[src/rtl/inst_fetch_if.sv]
// Fetch-stage signal bundle: pipeline control, byte-wide instruction memory port
// and the assembled instruction presented to if_id.
interface inst_fetch_if;
   logic        stall_i;
   logic        branch_flag_i;
   logic [31:0] branch_target_i;
   logic        mem_ce_o;
   logic [31:0] mem_addr_o;
   logic        mem_busy_i;
   logic [7:0]  mem_data_i;
   logic [31:0] pc_o;
   logic [31:0] inst_o;
   logic        inst_valid_o;

   modport master (
      input  stall_i, branch_flag_i, branch_target_i, mem_busy_i, mem_data_i,
      output mem_ce_o, mem_addr_o, pc_o, inst_o, inst_valid_o
   );

   modport slave (
      output stall_i, branch_flag_i, branch_target_i, mem_busy_i, mem_data_i,
      input  mem_ce_o, mem_addr_o, pc_o, inst_o, inst_valid_o
   );
endinterface

[src/rtl/inst_fetch.sv]
// Instruction fetch: collects a 32-bit little-endian instruction one byte per
// accepted request, then holds it until if_id consumes it or a redirect arrives.
module inst_fetch #(
   parameter logic [31:0] START_ADDR = 32'h00000000,
   parameter logic [31:0] NOP_INST   = 32'h00000013
) (
   input logic          clk,
   input logic          rst,
   inst_fetch_if.master bus
);

   typedef enum logic {FETCH, HOLD} state_t;

   state_t      r_state;
   logic [31:0] r_pc;
   logic [1:0]  r_idx;
   logic        r_done;
   logic        r_pend;
   logic [23:0] r_buf;
   logic [31:0] r_inst;
   logic [31:0] r_pc_out;
   logic        r_valid;

   logic        w_req;
   logic        w_acc;
   logic [1:0]  w_pos;

   assign w_req           = (r_state == FETCH) && !r_done;
   assign bus.mem_ce_o    = w_req && !rst;
   assign bus.mem_addr_o  = rst ? '0 : r_pc + {30'd0, r_idx};
   assign w_acc           = bus.mem_ce_o && !bus.mem_busy_i;
   // The in-flight byte is always the one requested just before r_idx advanced.
   assign w_pos           = r_idx - 2'd1;

   assign bus.pc_o         = r_pc_out;
   assign bus.inst_o       = r_inst;
   assign bus.inst_valid_o = r_valid;

   always_ff @(posedge clk) begin
      if (rst) begin
         r_state  <= FETCH;
         r_pc     <= START_ADDR;
         r_idx    <= '0;
         r_done   <= 1'b0;
         r_pend   <= 1'b0;
         r_buf    <= '0;
         r_inst   <= NOP_INST;
         r_pc_out <= START_ADDR;
         r_valid  <= 1'b0;
      end else if (bus.branch_flag_i) begin
         r_state <= FETCH;
         r_pc    <= bus.branch_target_i & ~32'd3;
         r_idx   <= '0;
         r_done  <= 1'b0;
         r_pend  <= 1'b0;
         r_inst  <= NOP_INST;
         r_valid <= 1'b0;
      end else begin
         unique case (r_state)
            FETCH: begin
               r_pend <= w_acc;
               if (w_acc) begin
                  r_idx <= r_idx + 2'd1;
                  if (r_idx == 2'd3) r_done <= 1'b1;
               end
               if (r_pend) begin
                  unique case (w_pos)
                     2'd0: r_buf[7:0]   <= bus.mem_data_i;
                     2'd1: r_buf[15:8]  <= bus.mem_data_i;
                     2'd2: r_buf[23:16] <= bus.mem_data_i;
                     2'd3: begin
                        r_state  <= HOLD;
                        r_valid  <= 1'b1;
                        r_inst   <= {bus.mem_data_i, r_buf};
                        r_pc_out <= r_pc;
                     end
                  endcase
               end
            end
            HOLD: begin
               if (!bus.stall_i) begin
                  r_state <= FETCH;
                  r_pc    <= r_pc + 32'd4;
                  r_idx   <= '0;
                  r_done  <= 1'b0;
                  r_pend  <= 1'b0;
                  r_inst  <= NOP_INST;
                  r_valid <= 1'b0;
               end
            end
         endcase
      end
   end

endmodule

[src/flat_wrapper.sv]
// flat-port wrapper written by rule: the top's interface ports become plain ports
module inst_fetch_flat 
#(
   parameter logic [31:0] START_ADDR = 32'h00000000,
   parameter logic [31:0] NOP_INST   = 32'h00000013
)
  (clk, rst, bus_stall_i, bus_branch_flag_i, bus_branch_target_i, bus_mem_busy_i, bus_mem_data_i, bus_mem_ce_o, bus_mem_addr_o, bus_pc_o, bus_inst_o, bus_inst_valid_o);
  inst_fetch_if bus_i ();
  input logic clk;
  input logic rst;
  input wire logic [$bits(bus_i.stall_i)-1:0] bus_stall_i;
  input wire logic [$bits(bus_i.branch_flag_i)-1:0] bus_branch_flag_i;
  input wire logic [$bits(bus_i.branch_target_i)-1:0] bus_branch_target_i;
  input wire logic [$bits(bus_i.mem_busy_i)-1:0] bus_mem_busy_i;
  input wire logic [$bits(bus_i.mem_data_i)-1:0] bus_mem_data_i;
  output wire logic [$bits(bus_i.mem_ce_o)-1:0] bus_mem_ce_o;
  output wire logic [$bits(bus_i.mem_addr_o)-1:0] bus_mem_addr_o;
  output wire logic [$bits(bus_i.pc_o)-1:0] bus_pc_o;
  output wire logic [$bits(bus_i.inst_o)-1:0] bus_inst_o;
  output wire logic [$bits(bus_i.inst_valid_o)-1:0] bus_inst_valid_o;
  assign bus_i.stall_i = bus_stall_i;
  assign bus_i.branch_flag_i = bus_branch_flag_i;
  assign bus_i.branch_target_i = bus_branch_target_i;
  assign bus_i.mem_busy_i = bus_mem_busy_i;
  assign bus_i.mem_data_i = bus_mem_data_i;
  assign bus_mem_ce_o = bus_i.mem_ce_o;
  assign bus_mem_addr_o = bus_i.mem_addr_o;
  assign bus_pc_o = bus_i.pc_o;
  assign bus_inst_o = bus_i.inst_o;
  assign bus_inst_valid_o = bus_i.inst_valid_o;
  inst_fetch #(.START_ADDR(START_ADDR), .NOP_INST(NOP_INST)) u_core (.clk(clk), .rst(rst), .bus(bus_i));
endmodule
[config.mk]
export PLATFORM = sky130hd
export DESIGN_NAME = inst_fetch_flat
export DESIGN_NICKNAME = d
export VERILOG_FILES = /design/src/rtl/inst_fetch_if.sv /design/src/rtl/inst_fetch.sv /design/src/flat_wrapper.sv
export SDC_FILE = /design/constraint.sdc
export NUM_CORES = 1
export LEC_CHECK = 0
export BUFFER_PORTS_ARGS = -buffer_cell sky130_fd_sc_hd__buf_2
export CAP_MARGIN = 25
export CORE_AREA = 2 2 97 99
export CTS_BUF_LIST = sky130_fd_sc_hd__clkbuf_2 sky130_fd_sc_hd__clkbuf_4 sky130_fd_sc_hd__clkbuf_8
export CTS_CLUSTER_SIZE = 14
export DETAILED_ROUTE_END_ITERATION = 8
export DIE_AREA = 0 0 99 101
export HOLD_SLACK_MARGIN = 0.05
export PLACE_DENSITY = 0.85
export SLEW_MARGIN = 15
export SYNTH_ARGS = -nofsm -noshare
export SYNTH_HDL_FRONTEND = slang
export SYNTH_SLANG_ARGS = --single-unit
export TNS_END_PERCENT = 1
[constraint.sdc]
create_clock -name clk -period 4.2 [get_ports clk]
set_input_delay 0.84 -clock clk [delete_from_list [all_inputs] [get_ports clk]]
set_output_delay 0.84 -clock clk [all_outputs]
set_load 0.01 [all_outputs]
; After elaboration in Yosys (flattened, before gate mapping)
; Index checks and enable logic that the tools add are counted.
[word_totals]
output_inout_bits = 98
word_cells = 70
inputBits = 45
reg_bits = 126
[op_classes]
n_reduce_logical = 18
mux = 23
n_eq_ne = 10
bitwise_logic = 3
n_addsub = 4
[ops]
columns = operator, n
row1 = $mux W32, 7
row2 = $pmux W32 S2, 1
row3 = $add A32 B2 Y32, 1
row4 = $add A32 B3 Y32 const B, 1
row5 = $reduce_and A4 Y1, 4
row6 = $mux W1, 8
row7 = $pmux W1 S2, 4
row8 = $eq A2 B2 Y1 const B, 3
row9 = $ne A2 B1 Y1 const B, 3
row10 = $ne A2 B2 Y1 const B, 3
row11 = $reduce_and A2 Y1, 3
row12 = $reduce_and A3 Y1, 2
row13 = $mux W2, 2
row14 = $pmux W2 S2, 1
row15 = $logic_and A1 B1 Y1, 3
row16 = $logic_not A1 Y1, 3
row17 = $not A1 Y1, 3
row18 = $add A2 B1 Y2 const B, 1
row19 = $eq A2 B1 Y1 const B, 1
row20 = $logic_not A2 Y1, 1
row21 = $reduce_bool A2 Y1, 1
row22 = $reduce_or A2 Y1, 1
row23 = $sub A2 B1 Y2 const B, 1

; Depth between registers and ports, before layout
[depth]
word_depth = 6
depth_mapped = 8
mapped_depth_nobuf = 6

; Least setup slack after synthesis
; No wires, ideal clock.
[synth_timing]
path_kind = input -> output
startpoint = input port rst
endpoint = output port bus_mem_addr_o[0]
arrival_time_ns = 1.747
required_time_ns = 3.360
path_slack_ns = 1.613
path_buffers = 3
path_stages = 4
path_cell_list = clkbuf_1 clkbuf_1 buf_1 nor2_1
[synth_via]
elab_chain_cells = 1
[synth_lines]
columns = item, line
row1 = "start, declared", flat_wrapper.sv:10  ; input logic rst;
row2 = $mux W32, inst_fetch.sv:30  ; assign bus.mem_addr_o = rst ? '0 : r_pc + {30'd0, r_idx};
row3 = "end, declared", flat_wrapper.sv:17  ; output wire logic [$bits(bus_i.mem_addr_o)-1:0] bus_mem_addr_o;
; No other way between the ends.

; Final worst setup path
[layout_timing]
startpoint = input port rst
endpoint = output port bus_mem_addr_o[27]
; The elaborated chain is that of the path after synthesis.

==> results.toml <==
[status]
outcome = "complete, no violations"

[grt]
met1_usage = 0.3230
grtUsageTotal = 0.2642
grt_max_degree = 82
grt_pass1_vias = 4520
grt_antenna_before_repair = 0
top_usage_layer = "met2"
grt_pass1_wl_microns = 21360
met2_usage = 0.4402
use_met3 = 0.06311
grt.overflow.total = 0

[worst_setup_path]
path_cells = "buf_4 > nor2b_1 > buf_2"
start_kind = "primary input"
end_kind = "primary output"
cp_top_family = "buffers and inverters"
cpPeakStageDelay_ns = 0.60
worstPathArrival_ns = 1.82
critPathMaxFanout = 81
worstPathRequired_ns = 3.36
slowest_stage = "buf_4"
crit_type = "in -> out"
path_buf_inv = 2

[die]
die_area_sq_mm = 0.009999
die_w_microns = 99
start_util = 0.5589
coreArea_sq_mm = 0.008977
ioPinCount = 143
fp-row-count = 35
die_h_microns = 101

[synthesis]
synth_area_leaders = "dfxtp_1, nand2_1, a21oi_1"
ys_ff_latch = 122
ys_seq_area_frac = 0.4868
syn-cell-area_sq_mm = 0.005017
yosysTopAreaCell = "dfxtp_1"
synth_common_cells = "nand2_1, dfxtp_1, a21oi_1"
yosysMostFrequentCell = "nand2_1"
synth-edff-count = 0
synth_area_per_cell_sq_um = 8.418
synth_flop_cell = "dfxtp_1"
syn_inst = 596
ys_types = 36
ys_warn_count = 0
ys_async_sr_fraction = 0
synth_top_cell_area_share = 0.4868

[sta]
hold_viol = 0
final.min_clock_period_ns = 2.663
slew_headroom = 0.4674
worst_pin_slew_ns = 0.7990
fin_crit_sh = 0.6340
skew_ns = 0.01031
fin_tns_setup_ns = 0
rsz0062_at_grt = "no"
max_freq_ghz = 0.3755
maxSlewViolCount = 0
hold_ws_ns = 0.4529
setup_viol = 0

[drt]
vias_per_cell = 5.588
drt_iter0_drc = 320
drtPass1Iterations = 5
routedWlPerCell_microns = 15.62
ant_nets = 0
drc = 0
vias = 4716
totalWireLength_microns = 13180

[pwr]
power_density_mw_per_mm2 = 400.4
ir_drop_mv = 0.2797
leakagePower_uw = 0.002603
p_total_uw = 2475

[clock_tree]
clkSlewWorstSetupHoldPaths_ns = 0.07
cts_buffer_depth = 2
post-cts-setup-buffers = 0
clkSinkCount = 122
insertion_delay_ns = 0.43
h-tree-depth = 4
clock_tree.root_cell = "clkbuf_8"
cts-resized-gates = 0
cts_tree = "built"
ctsHoldBuffers = 0
cts_inserted_buffers = 17

[cells_and_area]
syn_to_final_growth_pct = 23.19
num-fill-cells = 706
layout-drive-gt1-share = 0.2497
nNetsFinal = 771
finish.instance_area_sq_mm = 0.006181
n_antenna_cell = 0

[hold_path]
min_path_type = "reg -> reg"

[place]
port_buffers = 138
hpwl_microns = 9035
place_area_sq_mm = 0.005759
place.gp.congestion = 0.8272

[flow_run]
cap_violations = 0
-- registers in the layout, indices dropped and copies added (netlist names) --
name	flops
u_core.r_done	1
u_core.bus.pc_o	30
u_core.bus.inst_valid_o	1
u_core.bus.inst_o	32
u_core.r_idx	2
u_core.r_buf	24
u_core.r_pend	1
u_core.r_state	1
u_core.r_pc	30
-- path summary, 6_finish.rpt --
path	startpoint	to	slack [ns]	cells after the start
setup / recovery	rst	bus_mem_addr_o[27]	1.54	3
hold / removal	u_core.bus.pc_o[13]	u_core.bus.pc_o[13]	0.45	2
setup reg to reg	u_core.r_state	u_core.bus.inst_o[4]	1.95	5
hold reg to reg	u_core.bus.pc_o[13]	u_core.bus.pc_o[13]	0.45	2
-- layout make-up --
class | instances | area, sq um | area share
Timing Repair Buffer | 145 | 760.7 | 0.1231
Clock buffer | 17 | 234.0 | 0.03785
Sequential cell | 122 | 2442 | 0.3951
Tap cell | 111 | 138.9 | 0.02247
Inverter | 5 | 18.77 | 0.003036
Clock inverter | 15 | 187.7 | 0.03036
Multi-Input combinational cell | 429 | 2399 | 0.3881
-- layout by cell type (no fill, tap or decap), types with 8 or more instances in the layout --
cell | Yosys | routed
nor2_1 | 31 | 30
a22o_1 | 29 | 29
nand2_1 | 141 | 141
nor3_1 | 8 | 8
xor2_1 | 10 | 10
clkbuf_8 | 0 | 17
and3_1 | 13 | 13
a211oi_1 | 15 | 15
buf_2 | 5 | 137
a21oi_1 | 71 | 70
dfxtp_1 | 122 | 122
xnor2_1 | 18 | 18
nor2b_1 | 30 | 30
nand4_1 | 13 | 13
nand3_1 | 10 | 10
-- worst min-delay path: cells and delay by family (launching register included) --
kind,cells,cell delay (ns)
AOI/OAI and AO/OA,1,0.05
DFF,1,0.31
and+or+nand+nor,1,0.05
-- cell families (layout without fill, tap and decap cells) --
logic type	after synthesis	after routing	share of synthesized area
simple gates	265	265	0.2461
buf+inv	46	182	0.03716
xor+xnor	28	28	0.04888
mux	3	3	0.005985
flops	122	122	0.4868
other cells	1	2	0.0007474
compound gates	125	125	0.1594
fa+ha+maj	6	6	0.01496
-- stage by stage --
step | cells | worst slack, ns | utilization
floorplan | 597 | 1.613 | -
detailed placement | 812 | 1.524 | 0.6415
global route | 844 | 1.469 | 0.6885
finish | 844 | 1.537 | 0.6885
CTS | 844 | 1.587 | 0.6885
global placement | 810 | 1.387 | 0.6382
-- power breakdown --
part / switching [uW] / internal [uW] / total, uW / leakage [uW]
sequential: 33.2 / 1180 / 1210 / 0.000990
combinational: 90.7 / 63.0 / 154 / 0.00140
clock: 512 / 599 / 1110 / 0.000216
total: 636 / 1840 / 2480 / 0.00260
-- layer usage --
layer,vias up,wire [microns]
met4,0,286
met5,-,0
li1,2291,-
met2,207,6431
met3,27,1034
met1,2191,5429
(Power assumes the default switching activity.)
